**config.mk**
```make
export PLATFORM = sky130hd
export DESIGN_NAME = copy_task_responder
export DESIGN_NICKNAME = d
export VERILOG_FILES = /design/src/rtl/copy_task_responder_pkg.sv /design/src/rtl/copy_task_responder_stream_out_reg.sv /design/src/rtl/copy_task_responder.sv
export SDC_FILE = /design/constraint.sdc
export NUM_CORES = 1
export LEC_CHECK = 0
export CAP_MARGIN = 20
export CORE_ASPECT_RATIO = 1.2
export CORE_UTILIZATION = 50
export DETAILED_ROUTE_END_ITERATION = 10
export PLACE_DENSITY = 0.79
export SLEW_MARGIN = 30
export SYNTH_ARGS = -nofsm -noshare
export SYNTH_HDL_FRONTEND = slang
export SYNTH_HIERARCHICAL = 1
export SYNTH_SLANG_ARGS = --single-unit
```
**constraint.sdc**
```tcl
create_clock -name ap_clk -period 5.1 [get_ports ap_clk]
set_input_delay 0.51 -clock ap_clk [delete_from_list [all_inputs] [get_ports ap_clk]]
set_output_delay 0.51 -clock ap_clk [all_outputs]
set_load 0.01 [all_outputs]
```
**src/rtl/copy_task_responder_pkg.sv**
```systemverilog
// Shared definitions for the Copy task responder: state encoding, default
// widths and the flag bit that enables the additive operand.
package copy_task_responder_pkg;

    localparam int DATA_W_DEF = 64;
    localparam int CNT_W_DEF  = 64;
    localparam int ADD_EN     = 0;

    typedef enum logic [1:0] {
        IDLE   = 2'b00,
        ACCEPT = 2'b01,
        RUN    = 2'b11,
        DONE   = 2'b10
    } state_t;

endpackage

```
**src/rtl/copy_task_responder_stream_out_reg.sv**
```systemverilog
// One-entry registered output stage: loads on an input beat, clears on a
// lone output beat, holds under backpressure, and decides input readiness.
module stream_out_reg
    import copy_task_responder_pkg::*;
#(
    parameter int DATA_W = DATA_W_DEF
) (
    input  logic              i_clk,
    input  logic              i_rst,
    input  logic              i_run,
    input  logic              i_room,
    input  logic [DATA_W-1:0] i_data,
    input  logic              i_valid,
    input  logic              i_out_ready,
    output logic [DATA_W-1:0] o_data,
    output logic              o_valid,
    output logic              o_in_ready
);

    logic [DATA_W-1:0] r_data;
    logic              r_valid;
    logic              w_load;

    // A new word may enter only when the slot is empty or draining this cycle.
    assign o_in_ready = i_run && i_room && (!r_valid || i_out_ready);
    assign w_load     = i_valid && o_in_ready;

    // Output slot: reload has priority so a simultaneous beat keeps valid high.
    always_ff @(posedge i_clk) begin
        if (i_rst) begin
            r_data  <= {DATA_W{1'b0}};
            r_valid <= 1'b0;
        end else if (w_load) begin
            r_data  <= i_data;
            r_valid <= 1'b1;
        end else if (r_valid && i_out_ready) begin
            r_valid <= 1'b0;
        end else begin
            r_valid <= r_valid;
        end
    end

    assign o_data  = r_data;
    assign o_valid = r_valid;

endmodule

```
**src/rtl/copy_task_responder.sv**
```systemverilog
// ap_ctrl child responder: accepts a start, latches chan/flags/n, copies n
// stream words (optionally adding chan) and reports ready/done/idle.
module copy_task_responder
    import copy_task_responder_pkg::*;
#(
    parameter int DATA_W = DATA_W_DEF,
    parameter int CNT_W  = CNT_W_DEF
) (
    input  logic              ap_clk,
    input  logic              ap_rst,
    input  logic              ap_start,
    output logic              ap_ready,
    output logic              ap_done,
    output logic              ap_idle,
    input  logic [63:0]       chan,
    input  logic [63:0]       flags,
    input  logic [CNT_W-1:0]  n,
    input  logic [DATA_W-1:0] in_data,
    input  logic              in_valid,
    output logic              in_ready,
    output logic [DATA_W-1:0] out_data,
    output logic              out_valid,
    input  logic              out_ready
);

    state_t            r_state;
    state_t            w_state_nxt;
    logic [CNT_W-1:0]  r_n;
    logic [CNT_W-1:0]  r_in_cnt;
    logic [CNT_W-1:0]  r_out_cnt;
    logic [DATA_W-1:0] r_chan;
    logic              r_add_en;

    logic              w_run;
    logic              w_room;
    logic              w_in_beat;
    logic              w_out_beat;
    logic              w_last_out;
    logic [DATA_W-1:0] w_word;
    logic              w_unused_flags;

    assign w_unused_flags = ^flags[63:1];

    assign w_run      = (r_state == RUN);
    assign w_room     = (r_in_cnt < r_n);
    assign w_in_beat  = in_valid && in_ready;
    assign w_out_beat = out_valid && out_ready;
    assign w_last_out = w_out_beat && (r_out_cnt == (r_n - CNT_W'(1)));
    assign w_word     = r_add_en ? (in_data + r_chan) : in_data;

    stream_out_reg #(
        .DATA_W (DATA_W)
    ) u_out_reg (
        .i_clk       (ap_clk),
        .i_rst       (ap_rst),
        .i_run       (w_run),
        .i_room      (w_room),
        .i_data      (w_word),
        .i_valid     (in_valid),
        .i_out_ready (out_ready),
        .o_data      (out_data),
        .o_valid     (out_valid),
        .o_in_ready  (in_ready)
    );

    // State register, scalar capture at acceptance, and beat counters.
    always_ff @(posedge ap_clk) begin
        if (ap_rst) begin
            r_state   <= IDLE;
            r_n       <= {CNT_W{1'b0}};
            r_in_cnt  <= {CNT_W{1'b0}};
            r_out_cnt <= {CNT_W{1'b0}};
            r_chan    <= {DATA_W{1'b0}};
            r_add_en  <= 1'b0;
        end else begin
            r_state <= w_state_nxt;
            case (r_state)
                IDLE: begin
                    if (ap_start) begin
                        r_n       <= n;
                        r_chan    <= chan[DATA_W-1:0];
                        r_add_en  <= flags[ADD_EN];
                        r_in_cnt  <= {CNT_W{1'b0}};
                        r_out_cnt <= {CNT_W{1'b0}};
                    end
                end
                RUN: begin
                    if (w_in_beat) begin
                        r_in_cnt <= r_in_cnt + CNT_W'(1);
                    end
                    if (w_out_beat) begin
                        r_out_cnt <= r_out_cnt + CNT_W'(1);
                    end
                end
                default: begin
                end
            endcase
        end
    end

    // Next state and handshake outputs, all decoded from the registered state.
    always_comb begin
        w_state_nxt = r_state;
        ap_ready    = 1'b0;
        ap_done     = 1'b0;
        ap_idle     = 1'b0;
        case (r_state)
            IDLE: begin
                ap_idle = 1'b1;
                if (ap_start) begin
                    w_state_nxt = ACCEPT;
                end else begin
                    w_state_nxt = IDLE;
                end
            end
            ACCEPT: begin
                ap_ready = 1'b1;
                if (r_n == {CNT_W{1'b0}}) begin
                    ap_done     = 1'b1;
                    w_state_nxt = IDLE;
                end else begin
                    w_state_nxt = RUN;
                end
            end
            RUN: begin
                if (w_last_out) begin
                    w_state_nxt = DONE;
                end else begin
                    w_state_nxt = RUN;
                end
            end
            DONE: begin
                ap_done     = 1'b1;
                w_state_nxt = IDLE;
            end
            default: begin
                w_state_nxt = IDLE;
            end
        endcase
    end

endmodule

```
==> results of run 1 <==
## synth_stat cells, types with 57 or more instances
library cell	count	area, um^2
a21oi_1	260	1301
clkbuf_1	103	386.6
dfxtp_1	324	6486
ha_1	133	1664
inv_1	101	379.1
mux2i_1	68	680.7
nand2_1	409	1535
nand2b_1	147	919.6
nand3_1	68	340.3
nand4_1	57	356.6
nor2_1	187	701.9
o21ai_0	90	450.4
xnor2_1	103	902.1
xor2_1	127	1112
## registers in the layout, indices dropped and copies added, names as in the netlist
name               cells
r_add_en               1
r_chan                64
r_in_cnt              64
r_n                   64
r_out_cnt             64
r_state                2
u_out_reg/o_data      64
u_out_reg/o_valid      1
## critical path: stages (launching register included)
cell,delay [ns]
dfxtp_2,0.33
inv_1,0.06
ha_1,0.28
a21o_1,0.15
a21o_1,0.17
a21o_1,0.18
a21o_1,0.18
a2111oi_4,0.29
o21ai_1,0.11
a221o_1,0.32
a221oi_2,0.25
o2111ai_2,0.17
a21oi_2,0.23
and3_4,0.20
nand2_1,0.08
a21oi_4,0.14
and3_4,0.20
nand2_1,0.08
or3_4,0.42
or3_4,0.44
or3_4,0.38
a21oi_2,0.12
## cell families after synthesis
family                   count (synthesis)  synth area share (%)
AO/OA/AOI/OAI                          524                 15.07
XOR/XNOR                               230                 9.690
adder cells (fa/ha/maj)                134                 8.101
buffers and inverters                  225                 4.707
flip-flops                             324                 31.20
multiplexers                           122                 6.199
AND/OR/NAND/NOR                       1069                 25.03
## how the worst min path moves through the flow
stage                           from         end  slack [ns]  cells past startpoint
after floorplan            r_chan[0]   r_chan[0]        0.44                      2
after global placement    r_chan[28]  r_chan[28]        0.45                      2
after detailed placement  r_chan[24]  r_chan[24]        0.45                      2
after CTS                 r_chan[24]  r_chan[24]        0.46                      2
after global routing          ap_rst  r_state[0]        0.47                      4
final                      r_chan[3]   r_chan[3]        0.46                      2
## final cells by class
type	count	area (um^2)	area share, %
clock buffer	44	1002	3.974
tap	539	674.4	2.674
sequential	324	6489	25.73
inverter	101	379.1	1.503
timing repair buffer	304	3022	11.98
multi-input combinational	2080	13420	53.19
antenna	2	5.005	0.01984
clock inverter	19	235.2	0.9326
## layer usage
layer	global-route usage, %	part of all wire (%)	vias to the layer above
li1	-	-	9511
met1	31.79	40	9209
met4	11.67	4.2	0
met5	0	0	-
met2	49.84	50	626
met3	3.130	5.6	158
## stage by stage
stage               std cells  power [uW]  hold WS [ns]  setup WS, ns
global route             3413        6970        0.4676       0.02048
finish                   3413        6689        0.4621        0.2341
global placement         3345        3919        0.4487        0.1242
floorplan                2628        3531        0.4400        0.1376
CTS                      3409        6708        0.4622       0.01103
detailed placement       3346        3954        0.4539       0.03060
## what timing repair did
action                                  4_1_cts  5_1_grt
cloned                                        0        1
pin swaps                                     1       12
hold endpoints to repair                      0        0
gates resized for setup                       2       13
endpoints found under the setup margin        6       30
## power by group through the flow
stage	clock [uW]	sequential [uW]	combinational, uW
floorplan	0	2700	828
global placement	0	2720	1200
finish	2760	2670	1260
CTS	2800	2670	1240
detailed placement	0	2730	1230
global route	2910	2680	1380
==> results.tsv, run 1 <==
metric	value	unit
finalMaxSlewViolations	0	
clk_latency	0.54	ns
drt-pass1-iter-count	5	
r2r_slack	0.23	ns
hold_path.class	reg -> reg	
drt_iter0_drc	1041	
synth.avg_cell_area	7.910	um^2
fin_crit_sh	95.41	%
status	completed	
fmax	205.5	MHz
combPwrFrac	18.8	%
power.switching	1872	uW
end_kind	register	
antenna_left	0	
cts_root_buf	clkbuf_16	
cts.clk_slew.worst_paths	0.07	ns
r2r_end	r_in_cnt[62]	
design_area	0.02522	mm^2
viasPerCell	5.715	
endpoint	r_in_cnt[62]	
crit_fanout	7	
coreArea	0.04084	mm^2
ys.flop_type	dfxtp_1	
min_period	4.866	ns
path_class	reg -> reg	
hold_viol	0	
grt_remaining_overflow	0	
cts_buffers	36	
cts-hold-fix-buffers	0	
synth_nets	3023	
worst-r2r-cell-count	21	
synth_edf_count	0	
syn-cell-area	0.02079	mm^2
cap_violations	0	
dp_hpwl	44.13	mm
setup_viol	0	
vias	19500	
fillers	3467	
num_io_pins	330	
critPathArrivalTime	5.33	ns
yosys_warnings	6	
placed_cell_area	0.02387	mm^2
start_kind	register	
post_cts.repair.setup_buffers	0	
drc	0	
layout_commonest_cell	nand2_1	
postSynthCellCount	2628	
ys_async_sr_fraction	0	%
area_delta_synth_final	21.32	%
internal_power	4817	uW
skew	0.01878	ns
worst_pin_slew	0.9028	ns
finalSetupTns	0	ns
antenna_found_initial	2	
initial_core_util	50.90	%
cts_sinks	324	
wirelength	58.86	mm
clock_path_buffers	3	
grt_max_degree	114	
io_buffers	266	
fin_nets	3242	
cts_tree	built	
track_usage	27.21	%
worstReg2RegStart	r_n[1]	
layout-drive-gt1-share	6.964	%
max_slew_margin	39.81	%
die-area	0.04240	mm^2
pwr-share-clk	41.3	%
critPathLaunch	r_n[1]	
layout_common_cells	nand2_1 (408), dfxtp_1 (322), clkdlybuf4s50_1 (265)	
seqPwrFrac	40.0	%
power_density	265.2	mW/mm^2
synth_seq_cells	324	
final_core_util	61.75	%
swShare	27.99	%
die_w	188.1	um
htreeDepth	2	
critPathRequiredTime	5.56	ns
ys_types	78	
ys_seq_area_share	31.20	%
grt_first_pass_wirelength	95.05	mm
grt_pass1_vias	19330	
route.detailed.wl_per_inst	17.25	um
ir_drop	0.2068	mV
fp.dieH	225.4	um
rsz0062_at_grt	no	
row_count	81	
gp_congestion	0.9737	
leakage	0.009760	uW
Power figures use the tool's default switching activity.
==> run 2: changes to the inputs <==
--- a/config.mk
+++ b/config.mk
@@ -15,3 +15,4 @@
 export SYNTH_HDL_FRONTEND = slang
 export SYNTH_HIERARCHICAL = 1
 export SYNTH_SLANG_ARGS = --single-unit
+export TNS_END_PERCENT = 10
==> results of run 2 <==
The final DEF is identical to that of run 1; final timing and power are the same.
